$ cat config.mk
export PLATFORM = sky130hd
export DESIGN_NAME = cmos_nvram_io
export DESIGN_NICKNAME = d
export VERILOG_FILES = /design/src/rtl/cmos_nvram_io.sv
export SDC_FILE = /design/constraint.sdc
export NUM_CORES = 1
export LEC_CHECK = 0
export CORE_AREA = 2 2 69 71
export CTS_BUF_LIST = sky130_fd_sc_hd__clkbuf_8
export CTS_CLUSTER_SIZE = 14
export DETAILED_ROUTE_END_ITERATION = 7
export DIE_AREA = 0 0 71 73
export MAX_ROUTING_LAYER = met4
export PLACE_DENSITY = 0.78
export SLEW_MARGIN = 20
export SYNTH_ARGS = -nofsm -noshare
export SYNTH_HDL_FRONTEND = slang
export SYNTH_SLANG_ARGS = --single-unit
$ cat constraint.sdc
create_clock -name clk_sys -period 1.4 [get_ports clk_sys]
set_input_delay 0.28 -clock clk_sys [delete_from_list [all_inputs] [get_ports clk_sys]]
set_output_delay 0.28 -clock clk_sys [all_outputs]
set_load 0.005 [all_outputs]
$ cat src/rtl/cmos_nvram_io.sv
// HPS <-> CMOS NVRAM bridge: streams the 1024x4 CMOS image to/from the HPS ioctl port (index 4).
// Optional game-write dirty flag compiled in with `define CMOS_DIRTY_TRACK_EN.
module cmos_nvram_io (
  input  logic        clk_sys,
  input  logic        reset,
  input  logic        ioctl_download,
  input  logic        ioctl_upload,
  input  logic [15:0] ioctl_index,
  input  logic [24:0] ioctl_addr,
  input  logic        ioctl_wr,
  input  logic [7:0]  ioctl_dout,
  input  logic        ioctl_rd,
  output logic [7:0]  ioctl_din,
  output logic        ioctl_wait,
  output logic        cmos_sel,
  output logic [9:0]  cmos_addr,
  output logic [3:0]  cmos_din,
  output logic        cmos_we,
  input  logic [3:0]  cmos_dout,
  input  logic        core_cmos_we,
  output logic        dirty,
  output logic [1:0]  fsm_state
);

  typedef enum logic [1:0] {
    IDLE  = 2'd0,
    RADDR = 2'd1,
    RDATA = 2'd2,
    DONE  = 2'd3
  } state_t;

  state_t state;
  logic   rd_oob;
  logic   idx_nvram;
  logic   addr_in_range;
  logic   rd_accept;
  logic   wr_accept;

  // Handshake: the HPS raises ioctl_rd for one cycle; ioctl_wait is high while the
  // byte is fetched and ioctl_din is valid in the first cycle ioctl_wait is low again.
  // Downloads are fire-and-forget: ioctl_wr is a one-cycle strobe, never stalled.
  assign idx_nvram     = (ioctl_index == 16'd4);
  assign addr_in_range = (ioctl_addr < 25'd1024);
  assign cmos_sel      = (ioctl_upload | ioctl_download) & idx_nvram;
  assign rd_accept     = ioctl_rd & ioctl_upload & ~ioctl_download & idx_nvram & (state == IDLE);
  assign wr_accept     = ioctl_wr & ioctl_download & idx_nvram & addr_in_range;
  assign fsm_state     = state;

  logic [3:0] unused_dout_hi;
  assign unused_dout_hi = ioctl_dout[7:4];

  always_ff @(posedge clk_sys) begin
    if (reset) begin
      state      <= IDLE;
      ioctl_wait <= 1'b0;
      ioctl_din  <= 8'h00;
      cmos_we    <= 1'b0;
      cmos_addr  <= 10'd0;
      cmos_din   <= 4'd0;
      rd_oob     <= 1'b0;
    end else begin
      cmos_we <= 1'b0;
      if (wr_accept) begin
        cmos_addr <= ioctl_addr[9:0];
        cmos_din  <= ioctl_dout[3:0];
        cmos_we   <= 1'b1;
      end

      // Losing the upload mid-byte abandons the fetch without touching ioctl_din.
      if (!ioctl_upload && state != IDLE) begin
        state      <= IDLE;
        ioctl_wait <= 1'b0;
      end else begin
        case (state)
          IDLE: begin
            if (rd_accept) begin
              cmos_addr  <= ioctl_addr[9:0];
              rd_oob     <= ~addr_in_range;
              ioctl_wait <= 1'b1;
              state      <= RADDR;
            end
          end
          RADDR: state <= RDATA;
          RDATA: begin
            ioctl_din  <= rd_oob ? 8'hFF : {4'hF, cmos_dout};
            ioctl_wait <= 1'b0;
            state      <= DONE;
          end
          DONE: begin
            ioctl_wait <= 1'b0;
            state      <= IDLE;
          end
          default: state <= IDLE;
        endcase
      end
    end
  end

`ifdef CMOS_DIRTY_TRACK_EN
  logic upload_q;
  logic dirty_q;

  // A game write in the same cycle as the upload ending keeps the flag set.
  always_ff @(posedge clk_sys) begin
    if (reset) begin
      upload_q <= 1'b0;
      dirty_q  <= 1'b0;
    end else begin
      upload_q <= ioctl_upload;
      if (core_cmos_we && !cmos_sel)
        dirty_q <= 1'b1;
      else if (upload_q && !ioctl_upload && idx_nvram)
        dirty_q <= 1'b0;
    end
  end

  assign dirty = dirty_q;
`else
  logic unused_core_we;
  assign unused_core_we = core_cmos_we;
  assign dirty          = 1'b0;
`endif

endmodule
==> results.md <==
- In the routed layout, each cell is associated on average with a via count of 5.414.
- Of the post-synthesis cell area, the dominant cell type holds approximately a third.
- In the layout the commonest cells are sky130_fd_sc_hd__clkdlybuf4s50_1, sky130_fd_sc_hd__buf_4, sky130_fd_sc_hd__dlymetal6s2s_1.
- Across all layers, the routed design uses approximately 1800 vias.
- The mean instance size in the synthesized netlist is 8.501 um2.
- Sorting the synthesized cells by area gives the leading types as sky130_fd_sc_hd__dfxtp_1, sky130_fd_sc_hd__nand4_1, sky130_fd_sc_hd__o2111ai_1.
- The data required time at the worst endpoint is around 1100 ps.
- Setup slack on the critical path of the routed design comes to -2.276 ps.
- The routed design has between 5 and 6 mm of wire.
- The cell count of the worst reg-to-reg path is 6.
- The post-synthesis cell type with the largest combined area is sky130_fd_sc_hd__dfxtp_1.
- The routed design could run at a clock period as short as 1402 ps.
- The share of synthesized area occupied by flip-flops and latches is roughly a third.
- The total design power is roughly 1600 uW.
- The cell count after synthesis came out at 175.
- In this run the static leakage power is 0.001357 uW.
- The critical path is of the input port to output port type.
- For this design the top-level I/O count stands at 88.
- The startpoint class of the critical path is an input port.
- The total half-perimeter wirelength after legalization and detailed placement is approximately 3.2 mm.
- Setup violations remaining at the end of the flow were counted as 1.
- The total clock buffers created by CTS is 3.
- Global routing consumed, on the met3 layer, 3.315% of the routing resources.
- The full die area is 5183 um2.
- In this run the clock root is driven by a sky130_fd_sc_hd__clkbuf_8.
- The remaining antenna violation count is 0.
- TritonCTS built the clock tree.
- For this design the ratio of total power to cell area is 578.9 nW/um2.
- Along the worst hold path, the cell count comes to 2.
- The starting density of the core is between 30% and 40%.
- The core region is around 4500 um2.
- The warning count from the yosys run is 0.
- The design area is between 2000 and 3000 um2.
- The worst hold-check path type is flop to flop.
- The count of final hold-check violations was 0.
- The number of sinks handled by clock tree synthesis is 24.
- The combinational group share of total power is 16.7%.
- The fraction of power spent switching nets is roughly 23%.
- The number of buffers added to fix hold violations after cts is 0.
- The floorplan step set the die width to between 70 and 80 um.
- The first-pass GRT wire length is approximately 8.3 mm.
- The nature of the critical path endpoint is an output port.
- Data on the critical path arrives at its endpoint at 1120 ps.
- The number of remaining DRC errors is 0.
- In this run the number of H-tree levels came out at 1.
- The flow ran to the end, but the final reports show violations.
- The net switching power figure is between 300 and 400 uW.
- Clock-pin slew was measured on the worst setup and hold paths at roughly 100 ps.
- The global routing stage identified its most utilized layer as met2.
- Yosys mapped the design onto 35 distinct sky130hd cell types.
- The worst vdd rail ir drop is slightly below 400 uV.
- Global routing used 24.28% of the available met1 tracks.
- The initial antenna violation count is 0.
- The placer congestion estimate is about 0.83.
- Based on the critical path, the design can be clocked at up to roughly 0.71 GHz.
- The starting DRC count in detailed routing is about 110.
- Setup repair after global routing could not meet its margin everywhere.
- The number of diodes is 0.
- The routed wirelength normalized by instance count is 16.27 um.
- The clock network accounts for approximately two fifths of the total power.
- For the final database, setup skew stands at about 4.3 ps.
- Global routing finished with a remaining overflow of 0.
- The instance count after placement with tap cells included is between 300 and 400.
- The count of buffers added on input and output ports is 81.
- In this run the register-to-register setup slack is around 40 ps.
- Entering global routing, the biggest net connects 31 pins.
- In this run the cell area of the synthesized design comes to around 1500 um2.
- The synthesized design contains 24 register bits.
- The longest clock path from root to sink contains 2 buffers.
- Cell internal power was estimated by the tool at 1217 uW.
- The fraction of the cycle the final worst path needs is 100.2%.
- Per report_power, the sequential group accounts for ~43% of the total.
- For this run, the number of standard cells in the final layout without fillers is 324.
- Measured on the finished design, the core utilization comes to 60.28%.
- The number of nets in the synthesized netlist is 238.
- Once placement finished, the instance area stood at about 2400 um2.
- After the last flow step, the layout net total stands at 334.
- Clock latency on the worst-skew pair, taken at its later pin, is around 270 ps.
- The die boundary height is roughly 73 um.
- Global routing consumed, on the met2 layer, 35.72% of the routing resources.
- In the final layout, the share of cells above drive strength 1 is a little over a third.
- From synthesis to final layout, the design area changed by 83.77%.
- The number of violations of the max-capacitance limit is 0.
- The final reports fail on setup timing.
- The summed negative setup slack over all endpoints is -2.276 ps.
- Row generation in the floorplan step produced 25 rows.
- The number of global-route vias before repair came to between 1500 and 2000.
- The number of search-and-repair iterations in the first detailed-routing pass is 4.
- Global routing used 20.29% of the available tracks across all layers.
- The peak fanout along the critical path is 2.
- The count of pins over their slew limit is 0.
-- cells in the mapped netlist, drive strengths merged --
master	instances
mux2i	1
o31ai	4
nor2b	11
a211o	10
o2111ai	11
clkbuf	4
buf	16
nand2	13
a21oi	7
and4	2
nand4	16
and3b	1
nor4	7
nor4b	1
and2	2
inv	3
o21ai	2
and3	1
nor3	1
ha	3
nand3b	1
conb	1
a311oi	1
dfxtp	24
a211oi	4
nand3	13
nor2	15
-- sequential cells by signal, indices dropped and copies added, names as in the netlist --
| name | flops |
|---|---|
| ioctl_din | 5 |
| ioctl_wait | 1 |
| cmos_din | 4 |
| rd_oob | 1 |
| cmos_we | 1 |
| cmos_addr | 10 |
| fsm_state | 2 |
-- metal layers --
layer  up-vias  part of all wire [%]
met1       839                    41
met4         0                   1.5
met3         8                   4.6
li1        849                     -
met2        58                    53
met5         -                     0
-- stage by stage --
step / hold slack [ps] / setup WS [ps]
floorplan: 430.0 / 27.08
global placement: 452.6 / -721.3
detailed placement: 460.1 / -729.8
CTS: 468.5 / -57.20
global route: 502.0 / -170.9
finish: 470.7 / -2.276
-- power by group through the flow --
stage	Clock, uW	Sequential, uW	Combinational (uW)
final	638	680	265
after floorplan	0	698	65.8
after CTS	650	680	254
after detailed placement	0	698	261
after global routing	679	680	283
after global placement	0	698	259
-- worst max-delay path: stages --
cell and delay, ps:
sky130_fd_sc_hd__clkdlybuf4s15_1 210, sky130_fd_sc_hd__nor4_4 170, sky130_fd_sc_hd__nand4_1 180, sky130_fd_sc_hd__nor2_1 150, sky130_fd_sc_hd__buf_2 120
-- cells by family (layout without fill, tap and decap cells) --
kind of cell / count (synthesis) / after routing / synth area share [%]
AND/OR/NAND/NOR: 84 / 86 / 33.31
AO/OA/AOI/OAI: 39 / 39 / 20.69
flip-flops: 24 / 24 / 32.30
buffers and inverters: 23 / 116 / 10.26
adder cells (fa/ha/maj): 3 / 3 / 2.523
other: 1 / 1 / 0.2521
multiplexers: 1 / 1 / 0.6729
-- final cells by class --
type                            instances  area (um2)
Clock buffer                            3       41.29
Clock inverter                          1       30.03
Fill cell                             402        1802
Inverter                                3       11.26
Multi-Input combinational cell        130       993.5
Sequential cell                        24       504.2
Tap cell                               54       67.56
Timing Repair Buffer                  109        1086
-- timing repair --
item                       CTS  global route
gates cloned                 4             2
pin swaps                   18            21
setup buffers                5             3
setup endpoints to repair   44            36
hold endpoints to repair     0             0
resized for setup          100            70
-- worst paths after layout --
check | to | from
max | cmos_sel | ioctl_index[15]
min | cmos_din[1] | cmos_din[1]
max reg2reg | cmos_addr[4] | fsm_state[1]
min reg2reg | cmos_din[1] | cmos_din[1]
Note: power is estimated with default switching activity, not from simulation.
